[config.mk]
export PLATFORM = sky130hd
export DESIGN_NAME = ps2_host_tx
export DESIGN_NICKNAME = d
export VERILOG_FILES = /design/src/rtl/ps2_pkg.sv /design/src/rtl/ps2_sync_edge.sv /design/src/rtl/ps2_host_tx.sv
export SDC_FILE = /design/constraint.sdc
export NUM_CORES = 1
export LEC_CHECK = 0
export ABC_AREA = 1
export BUFFER_PORTS_ARGS = -buffer_cell sky130_fd_sc_hd__buf_4
export CORE_MARGIN = 3
export CORE_UTILIZATION = 48
export DETAILED_ROUTE_END_ITERATION = 6
export PLACE_DENSITY = 0.78
export REMOVE_ABC_BUFFERS = 1
export SYNTH_ARGS = -nofsm -noshare
export SYNTH_HDL_FRONTEND = slang
export SYNTH_SLANG_ARGS = --single-unit
export TNS_END_PERCENT = 100
[constraint.sdc]
create_clock -name clk_i -period 1.74 [get_ports clk_i]
set_input_delay 0.348 -clock clk_i [delete_from_list [all_inputs] [get_ports clk_i]]
set_output_delay 0.348 -clock clk_i [all_outputs]
set_load 0.005 [all_outputs]
[src/rtl/ps2_pkg.sv]
// ps2_pkg - shared definitions for the PS/2 host transmitter.
//   state_t        : transmitter FSM states
//   REG_DATA/STATUS: Wishbone register select values (adr_i)
//   ST_*           : bit positions within the STATUS register
//   odd_parity()   : PS/2 frame parity for a data byte
package ps2_pkg;

  typedef enum logic [2:0] {
    S_IDLE    = 3'd0,
    S_INHIBIT = 3'd1,
    S_REQUEST = 3'd2,
    S_SHIFT   = 3'd3,
    S_ACK     = 3'd4,
    S_RELEASE = 3'd5
  } state_t;

  localparam logic REG_DATA   = 1'b0;
  localparam logic REG_STATUS = 1'b1;

  localparam int unsigned ST_BUSY    = 0;
  localparam int unsigned ST_DONE    = 1;
  localparam int unsigned ST_NACK    = 2;
  localparam int unsigned ST_TIMEOUT = 3;
  localparam int unsigned ST_OVERRUN = 4;

  // Parity bit that makes the count of ones across data+parity odd.
  function automatic logic odd_parity(input logic [7:0] b);
    return ~(^b);
  endfunction

endpackage

[src/rtl/ps2_sync_edge.sv]
// ps2_sync_edge - multi-stage synchronizer plus falling-edge detector for
// one PS/2 line. The idle line level is high, so every stage resets to 1.
//   clk_i   : system clock
//   reset_n : asynchronous active-low reset
//   din     : raw pin level
//   level   : synchronized level
//   fall    : one-cycle pulse when the synchronized level goes 1 -> 0
module ps2_sync_edge #(
  parameter int unsigned STAGES = 2
) (
  input  logic clk_i,
  input  logic reset_n,
  input  logic din,
  output logic level,
  output logic fall
);

  logic [STAGES-1:0] sync_q;
  logic              prev_q;

  always_ff @(posedge clk_i or negedge reset_n) begin
    if (!reset_n) begin
      sync_q <= '1;
      prev_q <= 1'b1;
    end else begin
      sync_q[0] <= din;
      for (int unsigned i = 1; i < STAGES; i++) begin
        sync_q[i] <= sync_q[i-1];
      end
      prev_q <= sync_q[STAGES-1];
    end
  end

  assign level = sync_q[STAGES-1];
  assign fall  = prev_q & ~sync_q[STAGES-1];

endmodule

[src/rtl/ps2_host_tx.sv]
// ps2_host_tx - Wishbone-attached PS/2 host-to-device byte transmitter.
//   clk_i, reset_n          : clock, asynchronous active-low reset
//   cyc_i, stb_i, we_i      : Wishbone cycle / strobe / write enable
//   adr_i                   : 0 = DATA, 1 = STATUS
//   sel_i, dat_i, dat_o     : byte selects, write data, read data
//   ack_o                   : single-cycle acknowledge per access
//   ps2_clk_i, ps2_data_i   : PS/2 pin levels
//   ps2_clk_oe, ps2_data_oe : 1 pulls the corresponding PS/2 line low
//   interrupt               : DONE|NACK|TIMEOUT, only when PS2_HOST_TX_IRQ_EN
//                             is defined; tied low otherwise
// STATUS: bit0 busy, bit1 DONE, bit2 NACK, bit3 TIMEOUT, bit4 OVERRUN;
// bits 4:1 are sticky and cleared by writing 1.
module ps2_host_tx
  import ps2_pkg::*;
#(
  parameter int unsigned INHIBIT_CYCLES = 5000,
  parameter int unsigned TIMEOUT_CYCLES = 750000,
  parameter int unsigned SYNC_STAGES    = 2
) (
  input  logic        clk_i,
  input  logic        reset_n,
  input  logic        cyc_i,
  input  logic        stb_i,
  input  logic        we_i,
  input  logic        adr_i,
  input  logic [3:0]  sel_i,
  input  logic [31:0] dat_i,
  output logic [31:0] dat_o,
  output logic        ack_o,
  input  logic        ps2_clk_i,
  input  logic        ps2_data_i,
  output logic        ps2_clk_oe,
  output logic        ps2_data_oe,
  output logic        interrupt
);

  localparam int unsigned CNT_MAX = (INHIBIT_CYCLES > TIMEOUT_CYCLES) ?
                                    INHIBIT_CYCLES : TIMEOUT_CYCLES;
  localparam int unsigned CNT_W   = $clog2(CNT_MAX + 1);
  localparam logic [CNT_W-1:0] INH_LAST = CNT_W'(INHIBIT_CYCLES - 1);
  localparam logic [CNT_W-1:0] TMO_LAST = CNT_W'(TIMEOUT_CYCLES - 1);

  state_t           state_q, state_d;
  logic [CNT_W-1:0] cnt_q, cnt_d;
  logic [3:0]       idx_q, idx_d;
  logic [7:0]       data_q;
  logic             parity_q;
  logic [9:0]       frame;

  logic done_q, nack_q, timeout_q, overrun_q;
  logic set_done, set_nack, set_timeout;
  logic [3:0] clr;

  logic        acked_q;
  logic [31:0] dat_q;
  logic        access, wr_data, wr_status, rd_access, busy, start;
  logic [31:0] status_word;

  logic clk_lvl, clk_fall, data_lvl, data_fall_unused;
  logic phase_timeout;
  logic unused_inputs;

  ps2_sync_edge #(.STAGES(SYNC_STAGES)) u_sync_clk (
    .clk_i   (clk_i),
    .reset_n (reset_n),
    .din     (ps2_clk_i),
    .level   (clk_lvl),
    .fall    (clk_fall)
  );

  ps2_sync_edge #(.STAGES(SYNC_STAGES)) u_sync_data (
    .clk_i   (clk_i),
    .reset_n (reset_n),
    .din     (ps2_data_i),
    .level   (data_lvl),
    .fall    (data_fall_unused)
  );

  assign unused_inputs = &{1'b0, sel_i[3:1], dat_i[31:8], data_fall_unused};

  // Bus decode: an access takes effect in the single cycle its ack is issued.
  always_comb begin
    busy      = (state_q != S_IDLE);
    access    = cyc_i & stb_i & ~acked_q;
    wr_data   = access & we_i & (adr_i == REG_DATA);
    wr_status = access & we_i & (adr_i == REG_STATUS);
    rd_access = access & ~we_i;
    start     = wr_data & sel_i[0] & ~busy;
    clr       = wr_status ? dat_i[ST_OVERRUN:ST_DONE] : '0;

    status_word             = '0;
    status_word[ST_BUSY]    = busy;
    status_word[ST_DONE]    = done_q;
    status_word[ST_NACK]    = nack_q;
    status_word[ST_TIMEOUT] = timeout_q;
    status_word[ST_OVERRUN] = overrun_q;
  end

  // acked_q stays set until the strobe drops, so a long strobe yields one ack.
  always_ff @(posedge clk_i or negedge reset_n) begin
    if (!reset_n) begin
      ack_o   <= 1'b0;
      acked_q <= 1'b0;
      dat_q   <= '0;
    end else begin
      if (!(cyc_i && stb_i)) begin
        ack_o   <= 1'b0;
        acked_q <= 1'b0;
      end else begin
        ack_o   <= ~acked_q;
        acked_q <= 1'b1;
      end
      if (rd_access) begin
        dat_q <= (adr_i == REG_STATUS) ? status_word : {24'h0, data_q};
      end
    end
  end

  assign dat_o = dat_q;

  always_ff @(posedge clk_i or negedge reset_n) begin
    if (!reset_n) begin
      data_q   <= '0;
      parity_q <= 1'b0;
    end else if (start) begin
      data_q   <= dat_i[7:0];
      parity_q <= odd_parity(dat_i[7:0]);
    end
  end

  // Hardware set wins over a same-cycle write-1-to-clear.
  always_ff @(posedge clk_i or negedge reset_n) begin
    if (!reset_n) begin
      done_q    <= 1'b0;
      nack_q    <= 1'b0;
      timeout_q <= 1'b0;
      overrun_q <= 1'b0;
    end else begin
      done_q    <= (done_q    & ~clr[0]) | set_done;
      nack_q    <= (nack_q    & ~clr[1]) | set_nack;
      timeout_q <= (timeout_q & ~clr[2]) | set_timeout;
      overrun_q <= (overrun_q & ~clr[3]) | (wr_data & busy);
    end
  end

  always_ff @(posedge clk_i or negedge reset_n) begin
    if (!reset_n) begin
      state_q <= S_IDLE;
      cnt_q   <= '0;
      idx_q   <= '0;
    end else begin
      state_q <= state_d;
      cnt_q   <= cnt_d;
      idx_q   <= idx_d;
    end
  end

  // Frame bits presented on successive device falling edges; bit 9 is stop.
  assign frame         = {1'b1, parity_q, data_q};
  assign phase_timeout = (cnt_q == TMO_LAST);

  // Line drives decode directly from registered state so that the
  // asynchronous reset releases both lines immediately.
  always_comb begin
    state_d     = state_q;
    idx_d       = idx_q;
    set_done    = 1'b0;
    set_nack    = 1'b0;
    set_timeout = 1'b0;
    ps2_clk_oe  = 1'b0;
    ps2_data_oe = 1'b0;

    case (state_q)
      S_IDLE: begin
        if (start) state_d = S_INHIBIT;
      end
      S_INHIBIT: begin
        ps2_clk_oe = 1'b1;
        if (cnt_q == INH_LAST) begin
          ps2_data_oe = 1'b1;
          state_d     = S_REQUEST;
        end
      end
      S_REQUEST: begin
        ps2_data_oe = 1'b1;
        if (clk_fall) begin
          state_d = S_SHIFT;
          idx_d   = '0;
        end else if (phase_timeout) begin
          state_d     = S_IDLE;
          set_timeout = 1'b1;
        end
      end
      S_SHIFT: begin
        ps2_data_oe = ~frame[idx_q];
        if (clk_fall) begin
          if (idx_q == 4'd8) state_d = S_ACK;
          else               idx_d   = idx_q + 4'd1;
        end else if (phase_timeout) begin
          state_d     = S_IDLE;
          set_timeout = 1'b1;
        end
      end
      S_ACK: begin
        if (clk_fall) begin
          state_d  = S_RELEASE;
          set_done = ~data_lvl;
          set_nack = data_lvl;
        end else if (phase_timeout) begin
          state_d     = S_IDLE;
          set_timeout = 1'b1;
        end
      end
      S_RELEASE: begin
        if (clk_lvl && data_lvl) begin
          state_d = S_IDLE;
        end else if (phase_timeout) begin
          state_d     = S_IDLE;
          set_timeout = 1'b1;
        end
      end
      default: state_d = S_IDLE;
    endcase

    // The fall caused by our own inhibit pull is not a device edge and must
    // not stretch the inhibit time.
    if (state_d != state_q || state_q == S_IDLE ||
        (clk_fall && state_q != S_INHIBIT)) begin
      cnt_d = '0;
    end else begin
      cnt_d = cnt_q + CNT_W'(1);
    end
  end

`ifdef PS2_HOST_TX_IRQ_EN
  logic irq_q;

  always_ff @(posedge clk_i or negedge reset_n) begin
    if (!reset_n) irq_q <= 1'b0;
    else          irq_q <= done_q | nack_q | timeout_q;
  end

  assign interrupt = irq_q;
`else
  assign interrupt = 1'b0;
`endif

endmodule

Word level (Yosys, flattened, before mapping). Index checks and enable logic that the tools add are counted.

Memory bits (read-only): 0. Output and inout bits: 36. Input port bits: 44. Logic and storage cells: 103. Memory bits (writable): 0. Bits in registers: 79. Memories: 0. Latch bits: 0.

Equal/unequal tests: 13. Shifts and indexed selects: 0. Bitwise logic cells: 30. Divide/modulo/power cells: 0. Magnitude comparators: 1. $add $sub $neg: 2. Multiply operators: 0. Reductions and logical operators: 11. Mux-type cells: 31.

Operators by type and width (count): $mux W3 (8); $add A20 B1 Y20 const B (1); $eq A20 B13 Y1 const B (1); $eq A20 B20 Y1 const B (1); $mux W20 (1); $pmux W3 S6 (1); $mux W4 (4); $and A1 B1 Y1 (14); $mux W1 (12); $not A1 Y1 (12); $mux W8 (1); $pmux W4 S2 (1); $reduce_xor A8 Y1 (1); $eq A3 B2 Y1 const B (2); $eq A3 B3 Y1 const B (2); $ne A2 B2 Y1 const B (3); $lt A4 B5 Y1 const B (1); $add A4 B1 Y4 const B (1); $bmux W1 S4 (1); $eq A4 B4 Y1 const B (1); $or A1 B1 Y1 (4); $reduce_and A4 Y1 (1); $eq A3 B1 Y1 const B (1); $logic_and A1 B1 Y1 (3); 9 further kinds (10).

Depth between registers and ports, before layout. Gate-level depths: netlist of the first run.

Depth after elaboration: 12. Mapped depth: 13. Gate-level depth less buffers: 12.

Cells and area by module. A second synthesis of the first run with hierarchy kept.

Cell total of the unflattened synthesis: 384. Area, all modules: 3230.6 um^2.

By module, submodules not included: ps2_host_tx (area each 3052.9 um^2, instances 1, seq. area each 1251.2 um^2, cells each 374); ps2_sync_edge (area each 88.8 um^2, instances 2, seq. area each 78.8 um^2, cells each 5).

Least setup slack after synthesis of the first run. No wires, ideal clock.

Path type: register to register. Start: register cnt_q[0]. End: register cnt_q[10]. Arrival time: 1.574 ns. Setup time: 0.122 ns. Buffers on the path: 1. Setup slack: 0.043 ns. Period minus slack after synthesis: 1.697 ns. Required time: 1.618 ns. Cell stages (with the launch flop): 12. Path through: dfrtp_1 > ha_1 > nand3_2 > nor2_1 > nand3_2 > nand2_2 > inv_2 > nor2_2 > nand3_2 > nand3_2 > buf_6 > nor2_2.

Longest elaborated chain between the ends: 8. Elaborated cells on any way between the ends: 14. Classes of those cells: add/sub (1); eq/ne (3); mux (8); reduce/logical (2).

Ends and longest elaborated chain: start: declaration (RTL line ps2_host_tx.sv:44) `logic [CNT_W-1:0] cnt_q, cnt_d;`; start signal: assignment (RTL line ps2_host_tx.sv:153) `cnt_q <= cnt_d;`; $eq A20 B20 Y1 (RTL line ps2_host_tx.sv:160) `assign phase_timeout = (cnt_q == TMO_LAST);`; $mux W3; $mux W3 (on tied branches); $pmux W3 S6 (RTL line ps2_host_tx.sv:173) `case (state_q)`; $ne A3 B3 Y1 (RTL line ps2_host_tx.sv:227) `if (state_d != state_q || state_q == S_IDLE ||`; $logic_or A1 B1 Y1 (2 in series) (RTL line ps2_host_tx.sv:227); $mux W20 (*) (RTL line ps2_host_tx.sv:227); net cnt_d[10] (RTL line ps2_host_tx.sv:44).

Mark *: on every way through the listed nets, which the timed path passes. The rest lies on a longest branch. A chain may end at the register's enable or synchronous reset.

Worst setup path in the final report of the first run.
Start: register cnt_q[0]. End: register cnt_q[2].

Same word-level chain as after synthesis.

==> summary by stage, run 1 <==
Worst setup path
The count of cells along the worst register-to-register path is 11. In this run the register-to-register setup slack is -0.16 ns. For the worst setup path, the data required time is around 2.0 ns. The type of origin of the critical path is a register.

The critical register-to-register path startpoint is cnt_q[0]. The kind of critical path is reg -> reg. The worst endpoint data arrival time is 2.11 ns. The worst reg2reg path endpoint is cnt_q[2]. The critical-path maximum fanout is 5. STA classifies the critical path endpoint as a register.

Hold path
The class of the worst hold path is in -> async.

Synthesis
The Yosys step of the flow raised 0 warnings. The area share of and/or/nand/nor cells after synthesis is a little over a quarter. By area the synthesized netlist is led by sky130_fd_sc_hd__dfrtp_1, sky130_fd_sc_hd__nand2_1, sky130_fd_sc_hd__buf_4. The xor/xnor share of the synthesized area is 6.55%. In the synthesized netlist, the cells that appear most often are sky130_fd_sc_hd__nand2_1, sky130_fd_sc_hd__dfrtp_1, sky130_fd_sc_hd__inv_1, sky130_fd_sc_hd__nor2_1, sky130_fd_sc_hd__buf_4. The largest area contributor in the netlist is sky130_fd_sc_hd__dfrtp_1. In this run, synthesis inferred 0 flip-flops with an integrated enable. The netlist uses 37 different library cells. Synthesis inferred 55 register bits. The most used flip-flop cell after synthesis is sky130_fd_sc_hd__dfrtp_1. The proportion of netlist area held by the largest area contributor is 39.0%. The portion of synthesized area spent on multiplexers is 1.40%. The adder and majority cell fraction of the synthesized area is 1.17%.

The synthesized area is about 0.0032 sq mm. Synthesis handed over a netlist of 381 instances. Of all flip-flops after synthesis, the portion carrying an async set or reset was 100%. The proportion of synthesized chip area in sequential cells is between 40 and 50%. The synthesized area per cell is 8.43 sq um.

By instance count, the leading cell after synthesis is sky130_fd_sc_hd__nand2_1. The compound-cell area share of the yosys netlist is around 7.3%. After synthesis, the largest family of logic cells by area is simple AND/OR/NAND/NOR gates.

Flow run
The max-capacitance violation count is 0.

Finish
Relative to the synthesized area, the layout overhead comes to 30.5%. The number of inserted diodes is 0. Fill cells in the final layout number 514. Cells with a size suffix above 1 make up 40.0% of the layout. The post-route core utilization is 65.2%.

The multi-input combinational cells in the finished layout cover a total of 0.00171 sq mm. Across the whole layout, storage elements account for about 0.0014 sq mm. The area of all placed cells without fillers is 0.00419 sq mm. Excluding fillers, the count of instances in the completed layout stands at 540. The final layout net count is 509.

Drt
The initial detailed-routing violation count is 175. The detail-routed net length per standard cell is 13.6 microns. The count of vias placed by the detailed router is roughly 2700. The post-detailed-routing wire length is 7.33 mm. The number of detailed-route iterations in the first pass is 4.

The average vias per placed instance is 5.08. The total DRC errors in the routed layout is 0. The count of nets left with antenna violations once routing finished came out at 0.

STA
The worst pin sits at a relative slew slack of 53.5%. For the pin with the worst max-slew slack, the measured transition is 0.698 ns. The maximum clock frequency is 526 MHz. Across all hold checks on the routed design, the worst slack comes to 0.0646 ns. Setup violations remaining at the end of the flow were counted as 21.

The final worst clock skew is between 0.015 and 0.02 ns. The post-route worst setup slack is -0.160 ns. The worst path uses 109% of the clock period.

Setup repair after global routing could not meet its margin everywhere. The number of max-slew violations in the final report came to 0. Adding up every negative setup slack in the final design gives -3.03 ns. The final critical-path required period is 1.90 ns.

The number of endpoints with negative hold slack in the final report was 0.

Clock tree
In this run, post-CTS hold repair placed 0 buffers. Buffers inserted during clock tree synthesis total 5. For this design, the sink count on the clock tree is 55. The cell sitting at the root of the clock tree is a sky130_fd_sc_hd__clkbuf_8. TritonCTS built the clock tree.

The source-to-sink clock delay at the later pin of the worst-skew pair is 0.32 ns. The largest buffer count on any clock path is 2. CTS built an H-tree with a depth of 2. The clock transition at the registers of the reported paths is ~0.10 ns.

Global routing
The first-pass GRT wire length is roughly 12 mm. The maximum number of pins on one net before global-route repair is 56. The number of global-route vias before repair was approximately 2600. The number of antenna violations at the first check in global routing is 0. The overflow left after global routing is 0. Global routing consumed, over all layers together, slightly below 20% of the routing resources.

Die
80 I/O pins were placed. Row generation in the floorplan step produced 29 rows. The height of the chip is 87.8 microns. For this configuration, the core starts out at a cell density of 50.0%. The die covers 0.00771 sq mm. The die width is 87.8 microns. In this run the standard cell core region covers 0.00642 sq mm.

Pwr
The power per cell area is 584 mW/mm^2. The leakage power is 2.01 nW. The worst-case IR drop observed on VDD is 0.000487 V. The completed layout was analyzed and its total power is 2.45 mW.

Status
The checks that failed: negative setup slack. The flow ran to the end, but the final reports show violations.

Placement
Input and output buffers added on the ports amount to 27. The final RePlAce weighted congestion is 0.945. The post-place instance area is 0.00363 sq mm.

Before CTS, the worst setup slack after placement is -0.0990 ns. The HPWL after detailed placement is between 4 and 5 mm. After detailed placement, the design holds a cell count of 510.
==> kinds of logic (layout without fill, tap and decap cells) <==
logic type                 count (synthesis)  count (layout)
xor gates and xnor gates                  24              24
muxes                                      4               4
and+or+nand+nor                          174             174
DFF                                       55              55
adders and majority gates                  3               3
other                                      1              25
AOI/OAI and AO/OA                         41              41
buffers and inverters                     79             137
==> how the worst max path moves through the flow <==
stage,slack [ns],startpoint,endpoint,depth (start not counted)
6_report,-0.16,cnt_q[0],cnt_q[2],11
5_1_grt,-0.27,idx_q[0],ps2_data_oe,8
4_1_cts,-0.13,idx_q[0],ps2_data_oe,8
3_5_place_dp,-0.1,cnt_q[0],cnt_q[16],9
3_3_place_gp,-0.03,cnt_q[0],cnt_q[16],9
2_1_floorplan,-0.18,state_q[0],cnt_q[0],7
==> sequential cells by signal (all words and copies together), names as in the netlist, 2 cells and up <==
register	count
cnt_q	20
u_sync_data.sync_q	2
data_q	8
idx_q	4
u_sync_clk.sync_q	2
state_q	3
dat_o	8
==> worst max-delay path: stages, from the launching register on <==
cell	delay, ns
sky130_fd_sc_hd__dfrtp_1	0.41
sky130_fd_sc_hd__ha_4	0.17
sky130_fd_sc_hd__nand3_2	0.10
sky130_fd_sc_hd__nor2_2	0.17
sky130_fd_sc_hd__nand3_4	0.12
sky130_fd_sc_hd__nand2_1	0.08
sky130_fd_sc_hd__nand2_1	0.05
sky130_fd_sc_hd__o21ai_1	0.15
sky130_fd_sc_hd__nand3_2	0.14
sky130_fd_sc_hd__nand3_4	0.18
sky130_fd_sc_hd__clkbuf_16	0.19
sky130_fd_sc_hd__nor2_4	0.03
==> timing repair <==
item	in CTS	in global routing
pin swaps	11	12
cloned	1	1
setup endpoints to repair	21	25
endpoints found under the hold margin	0	0
gates resized for setup	32	37
buffers inserted	15	5
==> area by class of cell <==
class / count / share of cell area (%)
Sequential cell: 55 / 33.1
Timing Repair Buffer: 84 / 17.1
Tap cell: 77 / 2.30
Clock buffer: 6 / 1.73
Clock inverter: 2 / 0.926
Multi-Input combinational cell: 271 / 40.8
Inverter: 45 / 4.03
==> report_power, final <==
part,internal [mW],switching [mW]
sequential,1.34,0.0262
combinational,0.105,0.121
clock,0.435,0.424
==> per-layer routing <==
| layer | share of wire, % | up-vias | GRT usage [%] |
|---|---|---|---|
| li1 | - | 1320 | - |
| met1 | 42 | 1318 | 24.1 |
| met2 | 52 | 95 | 34.0 |
| met3 | 5.0 | 12 | 4.52 |
| met4 | 1.7 | 0 | 5.44 |
| met5 | 0 | - | 0 |
==> layout by cell type, fill, tap and decap left out, types with 2 or more instances in the layout <==
cell,count
sky130_fd_sc_hd__dfstp_2,5
sky130_fd_sc_hd__conb_1,25
sky130_fd_sc_hd__xnor2_1,7
sky130_fd_sc_hd__nand2_1,64
sky130_fd_sc_hd__o221ai_2,2
sky130_fd_sc_hd__nand3_1,18
sky130_fd_sc_hd__o211ai_1,2
sky130_fd_sc_hd__nand4_1,7
sky130_fd_sc_hd__clkbuf_8,5
sky130_fd_sc_hd__mux2_2,4
sky130_fd_sc_hd__xor2_1,14
sky130_fd_sc_hd__dfrtp_1,46
sky130_fd_sc_hd__nand3_2,8
sky130_fd_sc_hd__buf_12,2
sky130_fd_sc_hd__inv_1,29
sky130_fd_sc_hd__o21ai_0,19
sky130_fd_sc_hd__o31ai_1,3
sky130_fd_sc_hd__o21ai_1,4
sky130_fd_sc_hd__nor2_2,12
sky130_fd_sc_hd__nor3_2,2
sky130_fd_sc_hd__nand3_4,2
sky130_fd_sc_hd__inv_2,15
sky130_fd_sc_hd__nor2_4,21
sky130_fd_sc_hd__nor3_1,4
sky130_fd_sc_hd__nand2_2,10
sky130_fd_sc_hd__xor2_2,3
sky130_fd_sc_hd__a31oi_1,4
sky130_fd_sc_hd__a21oi_1,3
sky130_fd_sc_hd__dfrtp_2,4
sky130_fd_sc_hd__buf_4,74
sky130_fd_sc_hd__nor2_1,22
sky130_fd_sc_hd__buf_6,6
Power figures use the tool's default switching activity.
==> run 2: changes to the inputs <==
--- a/config.mk
+++ b/config.mk
@@ -11,2 +11,3 @@
 export CORE_UTILIZATION = 48
+export CTS_CLUSTER_DIAMETER = 100
 export DETAILED_ROUTE_END_ITERATION = 6
==> constraint.sdc (replaced) <==
create_clock -name clk_i -period 1.74 [get_ports clk_i]
set_input_delay 0.261 -clock clk_i [delete_from_list [all_inputs] [get_ports clk_i]]
set_output_delay 0.261 -clock clk_i [all_outputs]
set_load 0.005 [all_outputs]
==> run 2 against run 1 <==
- clock skew is 0.0018 ns lower
- cell count is 0.37% lower
- routed wire length is 0.85% lower
- count of clock-buffer cells in the layout stayed put
- critical path depth is 3 higher
- power is 0.25% lower
- final area is 1.8% lower
- the run ends with negative hold slack, negative setup slack left
- sequential share of layout area is 0.57 points higher
- via count is 1.2% lower
- die area stayed put
- utilization is 1.2 points lower
- combinational power hardly changed
==> summary by stage, run 2 (synthesis results as in run 1) <==
Finish
The area of all placed cells without fillers is 0.00411 sq mm (-1.8%). Relative to the synthesized area, the layout overhead comes to 28.1%. The register containing the most flip-flops in the final layout is cnt_q.

Leaving out fill and tap cells, the most frequent cell in the layout is sky130_fd_sc_hd__buf_4. The number of filler instances in the final layout is 547 (+6.4%). The final layout net count is 507 (-0.39%). The flip-flop count of the largest register, all copies and words added was 20 (unchanged). The proportion of layout cells with a drive suffix above 1 is 38.2% (-1.8 points). The number of inserted diodes is 0 (unchanged). The post-route core utilization is 64.1% (-1.2 points).

The library cells used most frequently in the layout, excluding fill and tap cells, are sky130_fd_sc_hd__buf_4, sky130_fd_sc_hd__nand2_1, sky130_fd_sc_hd__dfrtp_1.

Global routing
The total global routing track utilization is 18.8% (-0.68 points). The maximum number of pins on one net before global-route repair is 56 (unchanged). The overflow left after global routing came to 0 (unchanged).

The number of global-route vias before repair is 2580 (-2.3%). The first-pass GRT wire length is 11.4 mm (-2.5%). The number of antenna violations at the first check in global routing is 0 (unchanged).

STA
The maximum clock frequency came to 530 MHz (+0.76%). The number of endpoints with negative hold slack in the final report came to 38 (+38). The number of max-slew violations in the final report came to 0 (unchanged). Setup repair after global routing could not meet its margin everywhere.

The setup-violating endpoint count in the final report is 21 (unchanged). The pin slew with the least headroom to its limit is 0.681 ns (-0.0167 ns). The part of the cycle the worst path needs is 108% (-0.83 points). The worst hold slack is -0.0191 ns (-0.0837 ns).

The final worst clock skew came to 0.0132 ns (-0.00184 ns). The worst relative slew slack is 54.6% (+1.1 points). The final critical-path required period is 1.89 ns (-0.0144 ns). The post-route worst setup slack was -0.146 ns (+0.0144 ns).

Worst setup path
In this run the worst setup path begins at cnt_q[1]. The most critical setup path has its endpoint at cnt_q[14]. STA classifies the critical path endpoint as a register.

The worst reg2reg path endpoint is cnt_q[14]. The register-to-register setup slack is -0.15 ns (about the same). The critical-path maximum fanout is 4 (-1). The data required time of the critical path is 1.93 ns (-0.02 ns). The worst endpoint data arrival time was 2.08 ns (-0.03 ns).

The critical path is of the reg -> reg type. The worst setup path is launched from a register. The count of cells along the worst register-to-register path is 14 (+3). The startpoint identified for the worst register-to-register timing path is cnt_q[1].

Drt
The number of nets still failing antenna checks after routing is 0 (unchanged). The total DRC errors in the routed layout came to 0 (unchanged). The detail-routed net length per standard cell is 13.5 microns (-0.48%). The initial detailed-routing violation count is 131 (-25%). The post-detailed-routing wire length is 7.26 mm (-0.85%). The count of vias placed by the detailed router was 2711 (-1.2%). The number of detailed-route iterations in the first pass was 4 (unchanged).

The average vias per placed instance was 5.04 (-0.87%).

Clock tree
The count of H-tree levels built during CTS is 2 (unchanged). The total number of clock tree sinks came to 55 (unchanged). The largest buffer count on any clock path came to 2 (unchanged). The clock transition at the registers of the reported paths came to 0.10 ns (about the same). TritonCTS built the clock tree. The total CTS buffers is 5 (unchanged). The clock root buffer master is sky130_fd_sc_hd__clkbuf_8. The source-to-sink clock delay at the later pin of the worst-skew pair is 0.31 ns (about the same).

Die
The number of placement rows is 29 (unchanged). The initial cell density of the core is 50.0% (unchanged). The area of the die is 0.00771 sq mm (unchanged).

The I/O pin count was 80 (unchanged). The height of the chip was 87.8 microns (unchanged). The core area is 0.00642 sq mm (unchanged). The die width is 87.8 microns (unchanged).

Placement
The post-place instance area is 0.00362 sq mm (-0.21%). The count of port buffers added during placement is 27 (unchanged). The HPWL after detailed placement is 4.94 mm (-0.18%). The final RePlAce weighted congestion is 0.915 (-3.2%). The setup slack after placement was -0.0646 ns (+0.0344 ns).

Pwr
The leakage power was 2.01 nW (-0.32%). The power per cell area came to 593 mW/mm^2 (+1.6%). The maximum vdd drop is 0.000398 V (-18%).

Status
The final reports fail on negative hold slack, negative setup slack. The run finished, with violations left.

Hold path
The class of the worst hold path is in -> async.

Flow run
The max-capacitance violation count is 0 (unchanged).
run 2: cell type report:
type	count	area [sq um]	area share, %
timing repair buffer	82	693	16.8
inverter	45	169	4.11
tap	77	96.3	2.34
sequential	55	1390	33.7
clock inverter	2	38.8	0.943
clock buffer	6	72.6	1.76
multi-input combinational	271	1660	40.3
run 2: worst max-delay path, stage by stage, from the launching register on:
cell                        delay, ns
sky130_fd_sc_hd__dfrtp_1         0.41
sky130_fd_sc_hd__ha_4            0.17
sky130_fd_sc_hd__nand2_2         0.06
sky130_fd_sc_hd__inv_2           0.07
sky130_fd_sc_hd__buf_6           0.09
sky130_fd_sc_hd__nand3_2         0.06
sky130_fd_sc_hd__nor2_2          0.12
sky130_fd_sc_hd__nand3_2         0.09
sky130_fd_sc_hd__nand2_2         0.08
sky130_fd_sc_hd__nand2_2         0.05
sky130_fd_sc_hd__nor2_2          0.11
sky130_fd_sc_hd__nand3_2         0.09
sky130_fd_sc_hd__nand3_4         0.15
sky130_fd_sc_hd__clkbuf_16       0.18
sky130_fd_sc_hd__nor2_2          0.04
run 2: repair_timing:
item                                    4_1_cts  5_1_grt
pin swaps                                     7        4
resized for setup                            23       32
hold buffers                                  0        0
buffers inserted                             11        8
cloned                                        1        1
endpoints found under the setup margin       21       22
run 2: how the worst min path moves through the flow:
stage / from / endpoint / slack (ns) / cells after the start
detailed placement: reset_n / ack_o / 0.35 / 1
finish: reset_n / dat_o[7] / -0.02 / 1
global placement: reset_n / ack_o / 0.35 / 1
floorplan: reset_n / ack_o / -0.03 / 0
CTS: reset_n / ack_o / 0.002 / 1
global route: reset_n / dat_o[7] / 0.03 / 1
run 2: stage by stage:
stage	power, mW	hold slack, ns	cells	TNS [ns]
finish	2.44	-0.0191	538	-2.48
global route	2.56	0.0314	538	-4.93
CTS	2.47	0.00153	529	-1.67
detailed placement	1.61	0.347	509	-1.06
global placement	1.60	0.346	509	-0.471
floorplan	1.48	-0.0346	371	-3.59
run 2: metal layers:
| layer | track usage (%) | share of wire, % | vias to the layer above |
|---|---|---|---|
| met1 | 23.3 | 41 | 1291 |
| met2 | 32.3 | 51 | 78 |
| li1 | - | - | 1326 |
| met3 | 3.29 | 5.1 | 16 |
| met5 | 0 | 0 | - |
| met4 | 7.81 | 2.2 | 0 |
run 2: power breakdown:
part | total, mW | internal, mW | switching (mW)
sequential | 1.36 | 1.34 | 0.0260
clock | 0.856 | 0.436 | 0.421
combinational | 0.224 | 0.105 | 0.119
==> run 3: changes to the inputs <==
PLACE_DENSITY = 0.77   (was 0.78)
==> run 3 against run 2 <==
- die area is the same
- the flow finishes with violations (negative setup slack)
- critical endpoint is now ps2_data_oe
- critical path type is now reg -> out
- first-iteration DRC count decreased by 13%
- combinational power is 2% higher
- setup slack improved by 0.020 ns
- clock power down 14%
- largest cell class unchanged
- power is 4.6% lower
- sequential power barely moved
- final area down 1.8%
- cell count is 0.37% higher
- non-clock buffer count grew 2
- register-to-register slack better by 0.04 ns
==> summary by stage, run 3 (synthesis results as in run 1) <==
Global routing
The maximum number of pins on one net before global-route repair came to 56 (unchanged). The number of antenna violations at the first check in global routing is 0 (unchanged). The overflow left after global routing is 0 (unchanged). The first-pass GRT wire length is 11.2 mm (-2.0%). The number of global-route vias before repair is 2563 (-0.66%). The total global routing track utilization is 18.4% (-0.38 points).

Drt
The initial detailed-routing violation count came to 114 (-13%). The number of detailed-route iterations in the first pass is 4 (unchanged). The count of vias placed by the detailed router is 2706 (-0.18%).

The detail-routed net length per standard cell came to 13.3 microns (-1.2%). The average vias per placed instance is 5.01 (-0.55%). The number of nets still failing antenna checks after routing is 0 (unchanged). The total DRC errors in the routed layout is 0 (unchanged). The post-detailed-routing wire length is 7.20 mm (-0.83%).

Finish
In the layout the commonest cells are sky130_fd_sc_hd__buf_4, sky130_fd_sc_hd__nand2_1, sky130_fd_sc_hd__dfrtp_1. Leaving out fill and tap cells, the most frequent cell in the layout is sky130_fd_sc_hd__buf_4. The count of placed standard cells in the final layout, fillers left out is 540 (+0.37%). The number of inserted diodes came to 0 (unchanged). Compared with the post-synthesis result, the final layout area differs by 25.8%.

The proportion of layout cells with a drive suffix above 1 was 38.2% (+0.051 points). The register with the most flip-flops in the final layout is cnt_q. The flip-flop count of the largest register, all copies and words added is 20 (unchanged).

The final layout net count was 509 (+0.39%).

Placement
The HPWL after detailed placement is 5.02 mm (+1.7%). The count of port buffers added during placement is 27 (unchanged). The setup slack after placement is -0.0891 ns (-0.0245 ns). The final RePlAce weighted congestion is 0.884 (-3.4%). The total instance count after detailed placement is 511 (+0.39%).

Worst setup path
The worst endpoint data arrival time is 1.60 ns (-0.48 ns). The data required time of the critical path is 1.48 ns (-0.45 ns). The kind of cell adding the most delay to the critical path is simple AND/OR/NAND/NOR gates. The kind of critical path is reg -> out.

The critical-path maximum fanout is 4 (unchanged). The category of the worst setup path capture point is an output port. The largest individual stage delay along the critical path comes from the cell sky130_fd_sc_hd__dfrtp_1. The delay contributed by the slowest stage of the critical path is 0.44 ns (+0.03 ns).

The count of buffer and inverter cells on the critical path is 3 (unchanged). Traced cell by cell, the critical path runs through inv_2 -> nand2_1 -> nor2_1 -> nand2_1 -> nor2_1 -> nand3_2 -> buf_6 -> nand3_2 -> buf_6. The worst setup path is launched from a register.

Status
The flow ran to the end, but the final reports show violations. The checks that failed: negative setup slack.

STA
The number of max-slew violations in the final report came to 0 (unchanged). The setup-violating endpoint count in the final report came to 21 (unchanged). The post-route worst setup slack is -0.126 ns (+0.0201 ns). The number of endpoints with negative hold slack in the final report is 0 (-100%). The pin slew with the least headroom to its limit is 0.686 ns (+0.00471 ns). The final critical-path required period is 1.87 ns (-0.0201 ns). The maximum clock frequency is 536 MHz (+1.1%). The worst hold slack is 0.0466 ns (+0.0656 ns). The part of the cycle the worst path needs is 107% (-1.2 points). The worst relative slew slack is 54.3% (-0.31 points). The final worst clock skew is 0.00874 ns (-0.00449 ns). Setup repair after global routing could not meet its margin everywhere.

Flow run
The max-capacitance violation count is 0 (unchanged).

Clock tree
The tree is rooted in a sky130_fd_sc_hd__clkbuf_8. The source-to-sink clock delay at the later pin of the worst-skew pair is 0.32 ns (about the same). The count of H-tree levels built during CTS is 2 (unchanged). The TritonCTS clock tree is yes.

The clock transition at the registers of the reported paths is 0.11 ns (about the same). The total CTS buffers was 5 (unchanged). The total number of clock tree sinks is 55 (unchanged). The largest buffer count on any clock path is 2 (unchanged).

Die
The area of the die is 0.00771 sq mm (unchanged). The I/O pin count is 80 (unchanged). The die width came to 87.8 microns (unchanged).

The number of placement rows is 29 (unchanged). The initial cell density of the core is 50.0% (unchanged). The core area is 0.00642 sq mm (unchanged). The height of the chip is 87.8 microns (unchanged).

Pwr
The power per cell area is 576 mW/mm^2 (-2.9%). The maximum vdd drop is 0.000417 V (+5.0%). The leakage power came to 1.99 nW (-0.95%).

The overall power of the completed layout came to 2.33 mW (-4.6%).

Hold path
The min-delay analysis places its worst path in the category in -> reg.
run 3: cell count changes in the layout (fill, tap and decap cells not counted), sizes merged:
| cell | delta |
|---|---|
| buf | +1 |
| clkinvlp | +1 |
| bufinv | -1 |
| clkinv | +1 |
| clkbuf | -1 |
| dlygate4sd3 | +1 |
run 3: power breakdown:
part | switching [mW] | leakage [nW] | internal [mW]
combinational | 0.122 | 1.24 | 0.107
clock | 0.446 | 0.0461 | 0.292
sequential | 0.0266 | 0.706 | 1.34
total | 0.595 | 1.99 | 1.73
run 3: area by class of cell:
| cell class | instances | area (sq um) |
|---|---|---|
| Fill cell | 514 | 2380 |
| Multi-Input combinational cell | 271 | 1610 |
| Sequential cell | 55 | 1390 |
| Timing Repair Buffer | 84 | 691 |
| Inverter | 45 | 169 |
| Tap cell | 77 | 96.3 |
| Clock buffer | 5 | 68.8 |
| Clock inverter | 3 | 23.8 |
run 3: worst reg2reg max path, stage by stage (launching register included):
cell and delay, ns:
sky130_fd_sc_hd__dfrtp_1 0.41, sky130_fd_sc_hd__ha_4 0.17, sky130_fd_sc_hd__nand3_2 0.12, sky130_fd_sc_hd__nor2_2 0.18, sky130_fd_sc_hd__nand3_4 0.14, sky130_fd_sc_hd__nand2_2 0.09
sky130_fd_sc_hd__nand2_2 0.06, sky130_fd_sc_hd__nand2_2 0.08, sky130_fd_sc_hd__nand3_2 0.08, sky130_fd_sc_hd__nand2_2 0.09, sky130_fd_sc_hd__nand3_4 0.12, sky130_fd_sc_hd__buf_12 0.18
sky130_fd_sc_hd__nor2_2 0.08
run 3: stage by stage:
stage | TNS (ns) | area (sq um) | util, %
finish | -2.09 | 4040 | 62.9
global route | -4.97 | 4040 | 62.9
CTS | -0.961 | 3860 | 60.1
detailed placement | -1.54 | 3630 | 56.6
global placement | -0.510 | 3630 | 56.6
floorplan | -3.59 | 3040 | -
run 3: path summary, 6_finish.rpt:
| check | slack [ns] | cells past startpoint | from | to |
|---|---|---|---|---|
| min in group asynchronous | 0.52 | 2 | reset_n | ack_o |
| max in group asynchronous | 0.71 | 2 | reset_n | state_q[2] |
| setup / recovery | -0.13 | 9 | cnt_q[5] | ps2_data_oe |
| setup reg to reg | -0.11 | 12 | cnt_q[1] | cnt_q[13] |
| hold / removal | 0.05 | 1 | ps2_clk_i | u_sync_clk.sync_q[0] |
| hold reg to reg | 0.36 | 0 | u_sync_clk.sync_q[0] | u_sync_clk.sync_q[1] |
run 3: metal layers:
metal | vias up | GRT usage (%) | share of wire [%]
met5 | - | 0 | 0
met3 | 13 | 4.33 | 4.7
met1 | 1287 | 22.5 | 43
met2 | 81 | 31.4 | 50
met4 | 0 | 7.11 | 2.0
li1 | 1325 | - | -
run 3: repair_timing:
action / in CTS / in global routing
hold buffers: 1 / 0
cloned: 0 / 1
endpoints found under the setup margin: 21 / 22
endpoints found under the hold margin: 2 / 0
setup buffers: 7 / 12
pin swaps: 2 / 8
resized for setup: 21 / 20
